$ cat src/rtl/seq_divider.sv
// ============================================================================
// seq_divider : multi-cycle restoring divide/remainder unit (RV32M DIV/REM)
// Rev 1.0
// ============================================================================
`default_nettype none

module seq_divider #(
  parameter int WIDTH = 32
) (
  input  logic             clk,
  input  logic             rst_n,
  input  logic             start,
  input  logic [1:0]       op,
  input  logic [WIDTH-1:0] a,
  input  logic [WIDTH-1:0] b,
  output logic             busy,
  output logic             done,
  output logic [WIDTH-1:0] y
);

  localparam int CW = $clog2(WIDTH);

  localparam logic [1:0] S_IDLE = 2'd0;
  localparam logic [1:0] S_CALC = 2'd1;
  localparam logic [1:0] S_FIX  = 2'd2;

  logic [1:0]       r_state;
  logic [CW-1:0]    r_cnt;
  logic [WIDTH:0]   r_rem;
  logic [WIDTH-1:0] r_quo;
  logic [WIDTH-1:0] r_b_mag;
  logic             r_is_rem;
  logic             r_neg_q;
  logic             r_neg_r;
  logic             r_special;
  logic             r_done;
  logic [WIDTH-1:0] r_y;

  logic             w_signed;
  logic             w_a_neg;
  logic             w_b_neg;
  logic [WIDTH-1:0] w_a_mag;
  logic [WIDTH-1:0] w_b_mag;
  logic             w_b_zero;
  logic             w_ovf;
  logic [WIDTH-1:0] w_spec_val;
  logic [WIDTH+1:0] w_r_sh;
  logic [WIDTH+1:0] w_diff;
  logic             w_ge;
  logic [WIDTH-1:0] w_quo_res;
  logic [WIDTH-1:0] w_rem_res;
  logic [WIDTH-1:0] w_result;

  // op[0]=0 selects the signed variants, op[1]=1 selects remainder
  assign w_signed   = ~op[0];
  assign w_a_neg    = w_signed & a[WIDTH-1];
  assign w_b_neg    = w_signed & b[WIDTH-1];
  assign w_a_mag    = w_a_neg ? (~a + 1'b1) : a;
  assign w_b_mag    = w_b_neg ? (~b + 1'b1) : b;
  assign w_b_zero   = (b == '0);
  assign w_ovf      = w_signed & (a == {1'b1, {(WIDTH-1){1'b0}}}) & (b == '1);
  assign w_spec_val = w_b_zero ? (op[1] ? a : '1) : (op[1] ? '0 : a);

  // Two extra bits keep the trial difference's sign visible without overflow
  assign w_r_sh = {r_rem, r_quo[WIDTH-1]};
  assign w_diff = w_r_sh - {2'b00, r_b_mag};
  assign w_ge   = ~w_diff[WIDTH+1];

  assign w_quo_res = r_neg_q ? (~r_quo + 1'b1) : r_quo;
  assign w_rem_res = r_neg_r ? (~r_rem[WIDTH-1:0] + 1'b1) : r_rem[WIDTH-1:0];
  assign w_result  = r_special ? r_quo : (r_is_rem ? w_rem_res : w_quo_res);

  always_ff @(posedge clk) begin
    if (!rst_n) begin
      r_state   <= S_IDLE;
      r_cnt     <= '0;
      r_rem     <= '0;
      r_quo     <= '0;
      r_b_mag   <= '0;
      r_is_rem  <= 1'b0;
      r_neg_q   <= 1'b0;
      r_neg_r   <= 1'b0;
      r_special <= 1'b0;
      r_done    <= 1'b0;
      r_y       <= '0;
    end else begin
      r_done <= 1'b0;
      case (r_state)
        S_IDLE: begin
          if (start) begin
            r_is_rem  <= op[1];
            r_neg_q   <= w_a_neg ^ w_b_neg;
            r_neg_r   <= w_a_neg;
            r_b_mag   <= w_b_mag;
            r_rem     <= '0;
            r_cnt     <= CW'(WIDTH-1);
            r_special <= w_b_zero | w_ovf;
            // Special cases park their final answer in the quotient register
            if (w_b_zero || w_ovf) begin
              r_quo   <= w_spec_val;
              r_state <= S_FIX;
            end else begin
              r_quo   <= w_a_mag;
              r_state <= S_CALC;
            end
          end
        end
        S_CALC: begin
          r_rem <= w_ge ? w_diff[WIDTH:0] : w_r_sh[WIDTH:0];
          r_quo <= {r_quo[WIDTH-2:0], w_ge};
          r_cnt <= r_cnt - 1'b1;
          if (r_cnt == '0) begin
            r_state <= S_FIX;
          end
        end
        S_FIX: begin
          r_y     <= w_result;
          r_done  <= 1'b1;
          r_state <= S_IDLE;
        end
        default: begin
          r_state <= S_IDLE;
        end
      endcase
    end
  end

  assign busy = (r_state != S_IDLE);
  assign done = r_done;
  assign y    = r_y;

endmodule

`default_nettype wire

$ cat config.mk
export PLATFORM = sky130hd
export DESIGN_NAME = seq_divider
export DESIGN_NICKNAME = d
export VERILOG_FILES = /design/src/rtl/seq_divider.sv
export SDC_FILE = /design/constraint.sdc
export NUM_CORES = 1
export LEC_CHECK = 0
export ABC_CLOCK_PERIOD_IN_PS = 4200
export BUFFER_PORTS_ARGS = -buffer_cell sky130_fd_sc_hd__buf_2
export CAP_MARGIN = 20
export CORE_UTILIZATION = 45
export CTS_BUF_LIST = sky130_fd_sc_hd__clkbuf_2
export DETAILED_ROUTE_END_ITERATION = 10
export PLACE_DENSITY = 0.65
export SLEW_MARGIN = 10
export SYNTH_ARGS = -nofsm -noshare
export SYNTH_HDL_FRONTEND = slang
export SYNTH_SLANG_ARGS = --single-unit
$ cat constraint.sdc
create_clock -name clk -period 4.2 [get_ports clk]
set_input_delay 0.42 -clock clk [delete_from_list [all_inputs] [get_ports clk]]
set_output_delay 0.42 -clock clk [all_outputs]
set_load 0.02 [all_outputs]
==> flow_summary_export.csv <==
group,metric,value,unit
outcome,status,"finished, final reports clean",
setup_path,criticalPathCategory,"register to register",
synthesis,synthesis.area,10700,um^2
sta,min_period,3.54,ns
setup_path,critPathArrivalTime,4.21,ns
layout,finalNonFillerCells,1825,
synthesis,synth_cells,1415,
floorplanning,ios,103,
routing,via_per_inst,6.05,
clocking,clk_pin_slew,0.24,ns
global_routing,grt_pass1_vias,9644,
global_routing,grt_overflow,0,
synthesis,ys_async_sr_fraction,0,
routing,antenna_left,0,
placed_design,port-buffer-count,102,
global_routing,grt_usage,0.275,
placed_design,place_ws,0.656,ns
routing,wl_per_cell,18.1,um
clocking,cts_tree,"yes",
sta,worstMarginPinSlew,1.11,ns
worst_hold_path,hp-class,"input port to register",
global_routing,grt_max_degree,97,
clocking,cts_made_buffers,17,
synthesis,synth-edff-count,0,
floorplanning,rows,55,
setup_path,cp_top_family,"compound AO/OA/AOI/OAI gates",
synthesis,synth.area.top_cells,"dfxtp_1, a21oi_1, o21ai_0",
sta,max_slew_margin,0.262,
sta,fin_tns_setup,0,ns
pwr,peakVddDrop,195,uV
floorplanning,fp.dieArea,24300,um^2
synthesis,seq_area_frac_synth,0.265,
setup_path,critPathSlowestCell,"a221oi_1",
pwr,power.density,431,nW/um^2
routing,dr.pass1.iters,6,
sta,fin_crit_sh,0.843,
clocking,cts-root-buf,"clkbuf_2",
synthesis,synth_top_area_cell,"dfxtp_1",
clocking,insertion_delay,0.75,ns
clocking,h-tree-depth,4,
sta,finalSetupViolCount,0,
layout,nets,1607,
synthesis,avgSynthCellArea,7.53,um^2
routing,routed_wl,33100,um
layout,area_growth_syn_to_layout,11.4,%
run,maxCapViolCount,0,
floorplanning,die_width,156,um
synthesis,synth_ff_type,"dfxtp_1",
setup_path,cp.required,4.87,ns
setup_path,worstSetupEndpointType,"register",
sta,clock.fmax,283,MHz
setup_path,crit_buf_inv,3,
synthesis,synth_top_area_frac,0.265,
synthesis,yosys_warnings,0,
clocking,clock_path_buffers,2,
layout,most-common-layout-cells,"dfxtp_1, nand2_1, a21oi_1",
sta,grt_setup_unrepaired,"no",
floorplanning,fp.coreArea,22900,um^2
synthesis,ys_seq_elements,141,
sta,slew_viol_final,0,
routing,drt-initial-drc-count,1085,
floorplanning,start_util,0.465,
floorplanning,fp.dieH,156,um
sta,timing.final.ws_setup,0.661,ns
clocking,cts_sinks,141,
global_routing,antenna_found_initial,1,
routing,vias,11000,
layout,utilization,0.518,
synthesis,synth_cell_types,76,
placed_design,gp_congestion,0.943,
pwr,p_total,5120,uW
synthesis,synth.net_count,1524,
sta,finClkSkew,0.0432,ns
placed_design,post-dp-hpwl,24600,um
setup_path,critPathMaxStageDelay,0.48,ns
setup_path,startpoint_type,"register",
routing,route.detailed.drc,0,
setup_path,critPathMaxFanout,5,
placed_design,placed_cells,1761,
sta,hold_viol,0,
layout,drive_gt1_frac,0.118,
pwr,p_leak,0.00472,uW
setup_path,crit_chain,"inv_1 -> ha_1 -> inv_1 -> fa_1 -> a211oi_1 -> o32ai_1 -> a41oi_1 -> o31ai_1 -> buf_4 -> a221oi_1 -> o311a_1 -> nor3_1 -> a211oi_1 -> o211ai_1",
layout,final_common_cell,"dfxtp_1",
global_routing,grt_pass1_wl,53100,um
synthesized netlist by cell type (35+ instances only):
master    number
o21ai_0      120
xor2_1        53
a211oi_1      35
inv_1         64
nand2_1      134
ha_1          39
xnor2_1       50
a21oi_1      133
nor3_1        37
dfxtp_1      141
clkbuf_1      65
nor2_1       120
registers in the layout, indices dropped and copies added, names as in the netlist:
name       cells
r_rem         33
r_b_mag       32
r_quo         32
y             32
r_cnt          5
r_state        2
done           1
r_is_rem       1
r_neg_q        1
r_neg_r        1
r_special      1
stage by stage:
stage / cell area [um^2] / hold WS (ns)
2_1_floorplan: 10700 / 0.432
3_3_place_gp: 11300 / 0.438
3_5_place_dp: 11300 / 0.442
4_1_cts: 11800 / 0.00202
5_1_grt: 11900 / 0.00355
6_report: 11900 / 0.0514
layer usage:
layer | GRT usage | vias up | share of wire
met5 | 0 | - | 0
met4 | 0.0780 | 0 | 0.020
met3 | 0.0336 | 30 | 0.062
met2 | 0.406 | 431 | 0.43
met1 | 0.414 | 5143 | 0.49
li1 | - | 5429 | -
worst min-delay path, delay by kind of cell:
family	cells	cell delay [ns]
AOI/OAI and AO/OA	2	0.24
buffers and inverters	1	0.14
cell type report:
| cell class | count | area (um^2) |
|---|---|---|
| Tap cell | 313 | 392 |
| Sequential cell | 141 | 2830 |
| Timing Repair Buffer | 151 | 956 |
| Inverter | 65 | 244 |
| Fill cell | 2300 | 11000 |
| Clock inverter | 12 | 138 |
| Antenna cell | 1 | 2.50 |
| Multi-Input combinational cell | 1122 | 7220 |
| Clock buffer | 20 | 100 |
worst paths after layout:
check / slack [ns] / endpoint / depth (start not counted) / start
setup / recovery: 0.66 / r_rem[32] / 14 / r_quo[31]
setup reg to reg: 0.66 / r_rem[32] / 14 / r_quo[31]
hold reg to reg: 0.46 / y[29] / 2 / y[29]
hold / removal: 0.05 / r_quo[11] / 3 / a[11]
cell families (layout without fill, tap and decap cells):
family | after synthesis | in the layout | share of synthesized area
AO/OA/AOI/OAI | 506 | 506 | 0.313
flip-flops | 141 | 141 | 0.265
multiplexers | 25 | 25 | 0.0236
AND/OR/NAND/NOR | 447 | 447 | 0.205
XOR/XNOR | 104 | 104 | 0.0862
other | 0 | 1 | 0
buffers and inverters | 152 | 248 | 0.0596
adder cells (fa/ha/maj) | 40 | 40 | 0.0477
report_power, final:
group          internal [uW]  switching, uW
combinational           1080           1540
sequential              1470            222
clock                    286            530
total                   2830           2290
repair_timing:
item / CTS / global route
buffers inserted: 0 / 0
hold buffers: 27 / 4
setup endpoints to repair: 0 / 0
endpoints found under the hold margin: 27 / 4
resized for setup: 0 / 0
Note: power is estimated with default switching activity, not from simulation.
